`src/rtl/la_pwrseq_if.sv`:
```
// Boundary signals of one switchable power domain: sequencer requests/feedback
// and the isolation, power, clock and reset controls it drives.
interface la_pwrseq_if;
  logic req_on;
  logic pwr_ack;
  logic iso;
  logic pwr_en;
  logic clken;
  logic dom_rst;
  logic is_on;
  logic busy;
  logic err;

  modport master (
    input  req_on, pwr_ack,
    output iso, pwr_en, clken, dom_rst, is_on, busy, err
  );

  modport slave (
    output req_on, pwr_ack,
    input  iso, pwr_en, clken, dom_rst, is_on, busy, err
  );
endinterface

```
`src/rtl/la_pwrseq.sv`:
```
// Power-domain sequencer: orders power-switch, clock enable, domain reset and
// isolation so isolation covers any unpowered, unclocked or reset interval.
module la_pwrseq #(
  parameter int unsigned ISO_DLY = 2,
  parameter int unsigned RST_DLY = 4,
  parameter int unsigned PWR_TO  = 16,
  parameter int unsigned CW      = 8
) (
  input  logic        clk,
  input  logic        rst,
  la_pwrseq_if.master pif
);

  typedef enum logic [2:0] {
    S_OFF, S_PWRUP, S_RSTREL, S_ISOREL, S_ON, S_ISOSET, S_CLKOFF, S_PWRDN
  } state_t;

  // A timed state entered at edge e exits at edge e+DLY, i.e. when the
  // counter (cleared on entry) reads DLY-1.
  localparam logic [CW-1:0] ISO_LAST = CW'(ISO_DLY - 1);
  localparam logic [CW-1:0] RST_LAST = CW'(RST_DLY - 1);
  localparam logic [CW-1:0] TO_LAST  = CW'(PWR_TO - 1);

  state_t        state, state_n;
  logic [CW-1:0] cnt, cnt_n;
  logic          err_q, err_n;
  logic          iso_q, pwr_en_q, clken_q, dom_rst_q, is_on_q, busy_q;
  logic          iso_n, pwr_en_n, clken_n, dom_rst_n, is_on_n, busy_n;

  always_comb begin
    state_n = state;
    err_n   = err_q;
    case (state)
      S_OFF: begin
        if (pif.req_on) begin
          state_n = S_PWRUP;
          err_n   = 1'b0;
        end
      end
      S_PWRUP: begin
        if (pif.pwr_ack) begin
          state_n = S_RSTREL;
        end else if (PWR_TO != 0 && cnt == TO_LAST) begin
          state_n = S_OFF;
          err_n   = 1'b1;
        end
      end
      S_RSTREL: if (cnt == RST_LAST) state_n = S_ISOREL;
      S_ISOREL: if (cnt == ISO_LAST) state_n = S_ON;
      S_ON:     if (!pif.req_on) state_n = S_ISOSET;
      S_ISOSET: if (cnt == ISO_LAST) state_n = S_CLKOFF;
      S_CLKOFF: if (cnt == RST_LAST) state_n = S_PWRDN;
      S_PWRDN: begin
        if (!pif.pwr_ack) begin
          state_n = S_OFF;
        end else if (PWR_TO != 0 && cnt == TO_LAST) begin
          state_n = S_OFF;
          err_n   = 1'b1;
        end
      end
      default: state_n = S_OFF;
    endcase

    if (state_n != state)
      cnt_n = '0;
    else if (cnt == '1)
      cnt_n = cnt;
    else
      cnt_n = cnt + CW'(1);

    // Outputs are decoded from the next state so they register on the same edge.
    iso_n     = 1'b1;
    pwr_en_n  = 1'b0;
    clken_n   = 1'b0;
    dom_rst_n = 1'b1;
    is_on_n   = 1'b0;
    busy_n    = 1'b1;
    case (state_n)
      S_OFF:    busy_n = 1'b0;
      S_PWRUP:  pwr_en_n = 1'b1;
      S_RSTREL: begin pwr_en_n = 1'b1; clken_n = 1'b1; end
      S_ISOREL: begin pwr_en_n = 1'b1; clken_n = 1'b1; dom_rst_n = 1'b0; end
      S_ON: begin
        iso_n = 1'b0; pwr_en_n = 1'b1; clken_n = 1'b1; dom_rst_n = 1'b0;
        is_on_n = 1'b1; busy_n = 1'b0;
      end
      S_ISOSET: begin pwr_en_n = 1'b1; clken_n = 1'b1; dom_rst_n = 1'b0; end
      S_CLKOFF: pwr_en_n = 1'b1;
      S_PWRDN:  ;
      default:  busy_n = 1'b0;
    endcase
  end

  always_ff @(posedge clk) begin
    if (rst) begin
      state     <= S_OFF;
      cnt       <= '0;
      err_q     <= 1'b0;
      iso_q     <= 1'b1;
      pwr_en_q  <= 1'b0;
      clken_q   <= 1'b0;
      dom_rst_q <= 1'b1;
      is_on_q   <= 1'b0;
      busy_q    <= 1'b0;
    end else begin
      state     <= state_n;
      cnt       <= cnt_n;
      err_q     <= err_n;
      iso_q     <= iso_n;
      pwr_en_q  <= pwr_en_n;
      clken_q   <= clken_n;
      dom_rst_q <= dom_rst_n;
      is_on_q   <= is_on_n;
      busy_q    <= busy_n;
    end
  end

  assign pif.iso     = iso_q;
  assign pif.pwr_en  = pwr_en_q;
  assign pif.clken   = clken_q;
  assign pif.dom_rst = dom_rst_q;
  assign pif.is_on   = is_on_q;
  assign pif.busy    = busy_q;
  assign pif.err     = err_q;

endmodule

```
`src/flat_wrapper.sv`:
```
// flat-port wrapper written by rule: the top's interface ports become plain ports
module la_pwrseq_flat 
#(
  parameter int unsigned ISO_DLY = 2,
  parameter int unsigned RST_DLY = 4,
  parameter int unsigned PWR_TO  = 16,
  parameter int unsigned CW      = 8
)
  (clk, rst, pif_req_on, pif_pwr_ack, pif_iso, pif_pwr_en, pif_clken, pif_dom_rst, pif_is_on, pif_busy, pif_err);
  la_pwrseq_if pif_i ();
  input  logic clk;
  input  logic rst;
  input wire logic [$bits(pif_i.req_on)-1:0] pif_req_on;
  input wire logic [$bits(pif_i.pwr_ack)-1:0] pif_pwr_ack;
  output wire logic [$bits(pif_i.iso)-1:0] pif_iso;
  output wire logic [$bits(pif_i.pwr_en)-1:0] pif_pwr_en;
  output wire logic [$bits(pif_i.clken)-1:0] pif_clken;
  output wire logic [$bits(pif_i.dom_rst)-1:0] pif_dom_rst;
  output wire logic [$bits(pif_i.is_on)-1:0] pif_is_on;
  output wire logic [$bits(pif_i.busy)-1:0] pif_busy;
  output wire logic [$bits(pif_i.err)-1:0] pif_err;
  assign pif_i.req_on = pif_req_on;
  assign pif_i.pwr_ack = pif_pwr_ack;
  assign pif_iso = pif_i.iso;
  assign pif_pwr_en = pif_i.pwr_en;
  assign pif_clken = pif_i.clken;
  assign pif_dom_rst = pif_i.dom_rst;
  assign pif_is_on = pif_i.is_on;
  assign pif_busy = pif_i.busy;
  assign pif_err = pif_i.err;
  la_pwrseq #(.ISO_DLY(ISO_DLY), .RST_DLY(RST_DLY), .PWR_TO(PWR_TO), .CW(CW)) u_core (.clk(clk), .rst(rst), .pif(pif_i));
endmodule
```
`config.mk`:
```
export PLATFORM = sky130hd
export DESIGN_NAME = la_pwrseq_flat
export DESIGN_NICKNAME = d
export VERILOG_FILES = /design/src/rtl/la_pwrseq_if.sv /design/src/rtl/la_pwrseq.sv /design/src/flat_wrapper.sv
export SDC_FILE = /design/constraint.sdc
export NUM_CORES = 1
export LEC_CHECK = 0
export CORE_ASPECT_RATIO = 0.6
export CORE_MARGIN = 2
export CORE_UTILIZATION = 30
export CTS_CLUSTER_DIAMETER = 120
export DETAILED_ROUTE_END_ITERATION = 7
export GPL_TIMING_DRIVEN = 0
export PLACE_DENSITY = 0.49
export SYNTH_ARGS = -nofsm -noshare
export SYNTH_HDL_FRONTEND = slang
export SYNTH_SLANG_ARGS = --single-unit
```
`constraint.sdc`:
```
create_clock -name clk -period 2 [get_ports clk]
set_input_delay 0.4 -clock clk [delete_from_list [all_inputs] [get_ports clk]]
set_output_delay 0.4 -clock clk [all_outputs]
set_load 0.02 [all_outputs]
```
==> flow_summary.json, run 1 <==
{
  "setup_viol": 0,
  "status": "finished clean",
  "synth_top_cell_area_share": 0.353,
  "critPathSlowestCell": "or4_4",
  "place_area_mm2": 0.00118,
  "power.leakage_nw": 0.484,
  "yosysSeqAreaShare": 0.353,
  "drive_above_1_share": 0.214,
  "drc": 0,
  "netlist_top_cells_count": "nor2_1, dfxtp_1, nand2_1",
  "final_nets": 147,
  "start_kind": "register",
  "cp.arrival_ps": 2080,
  "ys.flop_type": "dfxtp_1",
  "die_area_mm2": 0.00390,
  "timing.fmax_ghz": 0.523,
  "initial_utilization": 0.314,
  "die_h_um": 49.2,
  "htree_num_levels": 1,
  "syn_nets": 131,
  "period_minus_slack_ps": 1910,
  "fin_crit_sh": 0.957,
  "power.density_mw_per_mm2": 1160,
  "die_w_um": 79.3,
  "core-area_mm2": 0.00324,
  "clk_pin_slew_ps": 70,
  "ys_warn_count": 0,
  "syn_inst": 125,
  "avgViaCountPerCell": 5.04,
  "grt_pass1_wl_mm": 4.17,
  "worstSetupPathType": "register to register",
  "area_growth_pct": 27.6,
  "critPathRequiredTime_ps": 2160,
  "synth_area_per_cell_um2": 8.16,
  "clockBufferDepth": 2,
  "grt_usage": 0.142,
  "vias": 933,
  "ant_nets": 0,
  "worst_pin_slew_ps": 361,
  "clockRootBuffer": "clkbuf_8",
  "synth-edff-count": 0,
  "globalplace.congestion": 0.885,
  "finalPower_mw": 1.51,
  "diodes": 0,
  "clock-sinks": 18,
  "cp_cell_sequence": "or4_4, o21ai_4, nand3_1, a22o_1, and2_4, and2_4",
  "clock-skew-final_ps": 2.88,
  "grt_start_max_net_pins": 11,
  "drt_iter0_markers": 93,
  "dp_hpwl_mm": 1.73,
  "ys_types": 41,
  "peakVddDrop_mv": 0.576,
  "grt.overflow.total": 0,
  "yosysMostFrequentCell": "nor2_1",
  "num_rows": 16,
  "max_cap_viol_count": 0,
  "path_common_cell": "and2_4",
  "cts_buffers": 3,
  "slew_headroom": 0.757,
  "cts_tree": "yes",
  "routedWlPerCell_um": 13.7,
  "finalInstanceArea_mm2": 0.00130,
  "hold_class": "register to register",
  "hold_viol": 0,
  "synth_area_mm2": 0.00102,
  "yosys.area.top_type": "dfxtp_1",
  "finalMaxSlewViolations": 0,
  "io_buffers": 10,
  "wirelength_mm": 2.53,
  "io_pins": 11,
  "clk_latency_ps": 260,
  "grt_pass1_vias": 844,
  "cpPeakStageDelay_ps": 580,
  "synth_area_leaders": "dfxtp_1, nor2_1, nand2_1",
  "async_flop_share": 0,
  "synth.ff_latch_count": 18,
  "path_max_fanout": 5,
  "dr.pass1.iters": 4,
  "cp-end-kind": "register",
  "antenna_found_initial": 0,
  "finish.utilization": 0.401
}
critical path: cells and delay by family, from the launching register on:
| family | cells | cell delay [ps] |
|---|---|---|
| AND/OR/NAND/NOR | 4 | 980 |
| AO/OA/AOI/OAI | 2 | 470 |
| flip-flops | 1 | 350 |
cell families after synthesis:
group           after synthesis  synth area share
buf+inv                       9            0.0687
simple gates                 60             0.299
fa+ha+maj                     2            0.0245
xor+xnor                      5            0.0430
compound gates               31             0.211
flops                        18             0.353
per-stage QoR:
| stage | hold slack (ps) | TNS, ps | setup slack, ps | instances |
|---|---|---|---|---|
| 6_report | 504 | 0 | 86.2 | 185 |
| 5_1_grt | 518 | -2.26 | -2.26 | 185 |
| 4_1_cts | 541 | 0 | 35.0 | 184 |
| 3_5_place_dp | 527 | -2180 | -210 | 180 |
| 3_3_place_gp | 516 | -2370 | -230 | 180 |
| 2_1_floorplan | 469 | 0 | 208 | 125 |
what timing repair did:
| action | 4_1_cts | 5_1_grt |
|---|---|---|
| hold buffers | 0 | 0 |
| endpoints found under the setup margin | 3 | 15 |
| setup buffers | 0 | 1 |
| hold endpoints to repair | 0 | 0 |
| gates cloned | 0 | 0 |
| pin swaps | 0 | 4 |
| resized for setup | 3 | 13 |
where the power goes:
group | internal (mW) | total [mW] | switching, mW | leakage, nW
logic | 0.321 | 0.732 | 0.411 | 0.307
clock network | 0.175 | 0.310 | 0.135 | 0.0288
registers | 0.426 | 0.468 | 0.0415 | 0.149
total | 0.923 | 1.51 | 0.587 | 0.484
final cells by class:
type / count / area [um2]
flip-flops and latches: 18 / 365
fillers: 331 / 1940
plain buffers: 5 / 55.1
well taps: 45 / 56.3
multi-input cells: 98 / 644
inverters: 4 / 15.0
clock buffers: 4 / 55.1
repair buffers: 11 / 110
registers in the layout, summed over array words and instances, names as in the netlist:
signal / cells
u_core.pif.err: 1
u_core.pif.is_on: 1
u_core.pif.clken: 1
u_core.pif.dom_rst: 1
u_core.pif.pwr_en: 1
u_core.pif.busy: 1
u_core.cnt: 8
u_core.state: 3
u_core.pif.iso: 1
metal layers:
metal | track usage | up-vias | wire length, um
met5 | 0 | - | 0
met1 | 0.216 | 429 | 1350
met2 | 0.191 | 20 | 1020
li1 | - | 479 | -
met4 | 0.0345 | 0 | 32
met3 | 0.0463 | 5 | 126
cells in the final DEF, fill, tap and decap left out, drive strengths merged, types with 3 or more instances in the layout:
cell type      Yosys  final
nor2              23     23
dfxtp             18     18
nand2             10     10
clkdlybuf4s50      0      9
a21oi              7      7
clkbuf             3      7
o21ai              6      6
nand3              5      5
inv                4      4
a211oi             4      4
and3               4      4
nor3               3      3
a31oi              3      3
xor2               3      3
buf                2      3
path summary, 6_finish.rpt:
path / startpoint / end / slack (ps) / cells past startpoint
hold reg to reg: u_core.cnt[6] / u_core.cnt[6] / 500 / 1
setup reg to reg: u_core.cnt[6] / u_core.pif.is_on / 90 / 6
setup / recovery: u_core.cnt[6] / u_core.pif.is_on / 90 / 6
hold / removal: u_core.cnt[6] / u_core.cnt[6] / 500 / 1
(Power assumes the default switching activity.)
==> run 2: changes to the inputs <==
--- a/config.mk
+++ b/config.mk
@@ -5,12 +5,14 @@
 export SDC_FILE = /design/constraint.sdc
 export NUM_CORES = 1
 export LEC_CHECK = 0
+export ABC_AREA = 0
 export CORE_ASPECT_RATIO = 0.6
 export CORE_MARGIN = 2
 export CORE_UTILIZATION = 30
 export CTS_CLUSTER_DIAMETER = 120
 export DETAILED_ROUTE_END_ITERATION = 7
 export GPL_TIMING_DRIVEN = 0
+export HOLD_SLACK_MARGIN = 0.03
 export PLACE_DENSITY = 0.49
 export SYNTH_ARGS = -nofsm -noshare
 export SYNTH_HDL_FRONTEND = slang
==> constraint.sdc (replaced) <==
create_clock -name clk -period 1.85 [get_ports clk]
set_input_delay 0.37 -clock clk [delete_from_list [all_inputs] [get_ports clk]]
set_output_delay 0.37 -clock clk [all_outputs]
set_load 0.02 [all_outputs]
==> run 2 against run 1 <==
Maximum frequency is essentially flat. Critical endpoint unchanged. Register-to-register slack lost 150 ps. Highest routed layer is now met3. The run now ends with negative setup slack left. Sequential share of layout area shrank 0.36 points. Largest cell class unchanged. Hold slack lost 16 ps.
==> flow_summary.json, run 2 (same netlist as run 1, synthesis figures left out) <==
{
  "status": "finished, violations left",
  "violations": "negative setup slack",
  "vias": 948,
  "ant_nets": 0,
  "die_area_mm2": 0.00390,
  "die_h_um": 49.2,
  "grt_pass1_wl_mm": 4.28,
  "hold_class": "register to register",
  "setup_tns_ps": -336,
  "io_pins": 11,
  "max_cap_viol_count": 0,
  "rsz0062_at_grt": "yes",
  "fin_crit_sh": 1.04,
  "diodes": 0,
  "clk_pin_slew_ps": 70,
  "min-delay-start": "u_core.cnt[6]",
  "fillers": 323,
  "globalplace.congestion": 0.885,
  "reg2reg_from": "u_core.cnt[7]",
  "cp-startpoint": "u_core.cnt[7]",
  "area_growth_pct": 31.9,
  "final_nets": 147,
  "cts_tree": "yes",
  "regMostFlops": "u_core.cnt",
  "worstSetupPathType": "register to register",
  "finalMaxSlewViolations": 0,
  "grt.overflow.total": 0,
  "clock-sinks": 18,
  "grt_pass1_vias": 859,
  "core-area_mm2": 0.00324,
  "power_switching_uw": 653,
  "antenna_found_initial": 0,
  "initial_utilization": 0.314,
  "routedWlPerCell_um": 13.8,
  "clockRootBuffer": "clkbuf_8",
  "power_frac_comb": 0.491,
  "pwr-share-clk": 0.204,
  "grt_start_max_net_pins": 11,
  "num_rows": 16,
  "hold_viol": 0,
  "critPathRequiredTime_ps": 2010,
  "wirelength_mm": 2.56,
  "reg.largest.list": "u_core.cnt: 8 flops, u_core.state: 3 flops",
  "cp.arrival_ps": 2080,
  "clk_latency_ps": 260,
  "cts_buffers": 3,
  "drt_iter0_markers": 74,
  "pwr-share-seq": 0.305,
  "fin_cells": 185,
  "dr.pass1.iters": 4,
  "path_max_fanout": 6,
  "p_sw_frac": 0.396,
  "setup_viol": 10,
  "start_kind": "register",
  "htree_num_levels": 1,
  "clockBufferDepth": 2,
  "io_buffers": 10,
  "internal_power_uw": 995,
  "die_w_um": 79.3,
  "timing.hold.ws_ps": 488,
  "final_cell_mix": "nor2_1, dfxtp_1, nand2_1, clkdlybuf4s50_1",
  "place_inst": 180,
  "drive_above_1_share": 0.257,
  "power.density_mw_per_mm2": 1230,
  "period_minus_slack_ps": 1910,
  "holdBufCountCts": 0,
  "avgViaCountPerCell": 5.12,
  "timing.fmax_ghz": 0.522,
  "worst_pin_slew_ps": 376,
  "largest_register_ffs": 8,
  "dp_hpwl_mm": 1.73,
  "cp-end-kind": "register",
  "grt_usage": 0.145,
  "final_common_cell": "nor2_1",
  "power.leakage_nw": 0.482,
  "drc": 0,
  "clock-skew-final_ps": 3.69,
  "peakVddDrop_mv": 0.604,
  "fin_ws_ps": -65.0,
  "slew_headroom": 0.747
}
## run 2: cell types whose count changed in the layout (fill, tap and decap cells not counted), sizes merged
cell | before | now
dlygate4sd2 | 0 | 1
dlymetal6s2s | 1 | 0
## run 2: power groups by stage
stage	clock network (mW)	logic (mW)	registers, mW
global route	0.363	0.882	0.511
finish	0.337	0.809	0.502
CTS	0.345	0.755	0.504
detailed placement	0	0.701	0.515
floorplan	0	0.469	0.552
global placement	0	0.703	0.513
## run 2: worst max-delay path: stages (launching register included)
cell	delay, ps
dfxtp_4	370
or4_4	590
o21ai_4	180
nand3_1	90
a22o_1	260
and2_4	180
and2_4	140
## run 2: final timing paths
kind                            to  slack (ps)  depth (start not counted)
setup / recovery  u_core.pif.is_on         -60                          6
hold / removal       u_core.cnt[6]         490                          1
setup reg to reg  u_core.pif.is_on         -60                          6
hold reg to reg      u_core.cnt[6]         490                          1
## run 2: per-layer routing
layer | share of wire | wire [um] | global-route usage | up-vias
met4 | 0 | 0 | 0.0345 | 0
met1 | 0.53 | 1360 | 0.218 | 439
met3 | 0.053 | 137 | 0.0463 | 0
li1 | - | - | - | 480
met2 | 0.41 | 1060 | 0.198 | 29
met5 | 0 | 0 | 0 | -
## run 2: layout make-up
class                      instances  area, um2  share of cell area
buffer                             5       55.1              0.0409
clock buffer                       4       55.1              0.0409
inverter                           4       15.0              0.0112
multi-input combinational         98        684               0.509
sequential                        18        373               0.277
tap                               45       56.3              0.0419
timing repair buffer              11        106              0.0791
## run 2: repair_timing
item / 4_1_cts / 5_1_grt
pin swaps: 4 / 9
resized for setup: 18 / 9
buffers inserted: 1 / 0
setup endpoints to repair: 14 / 14
## run 2: per-stage QoR
step | worst slack (ps) | utilization | power (mW) | instance area (um2)
after floorplan | 58.2 | - | 1.02 | 1020
after global placement | -350 | 0.363 | 1.22 | 1180
after detailed placement | -330 | 0.363 | 1.22 | 1180
after CTS | -20.4 | 0.402 | 1.60 | 1300
after global routing | -135 | 0.415 | 1.76 | 1350
final | -65.0 | 0.415 | 1.65 | 1350
==> run 3: changes to the inputs <==
--- a/config.mk
+++ b/config.mk
@@ -5,11 +5,11 @@
 export SDC_FILE = /design/constraint.sdc
 export NUM_CORES = 1
 export LEC_CHECK = 0
-export ABC_AREA = 0
 export CORE_ASPECT_RATIO = 0.6
 export CORE_MARGIN = 2
 export CORE_UTILIZATION = 30
 export CTS_CLUSTER_DIAMETER = 120
+export CTS_CLUSTER_SIZE = 12
 export DETAILED_ROUTE_END_ITERATION = 7
 export GPL_TIMING_DRIVEN = 0
 export HOLD_SLACK_MARGIN = 0.03
==> results of run 3 <==
The final DEF is identical to that of run 2; final timing and power are the same.
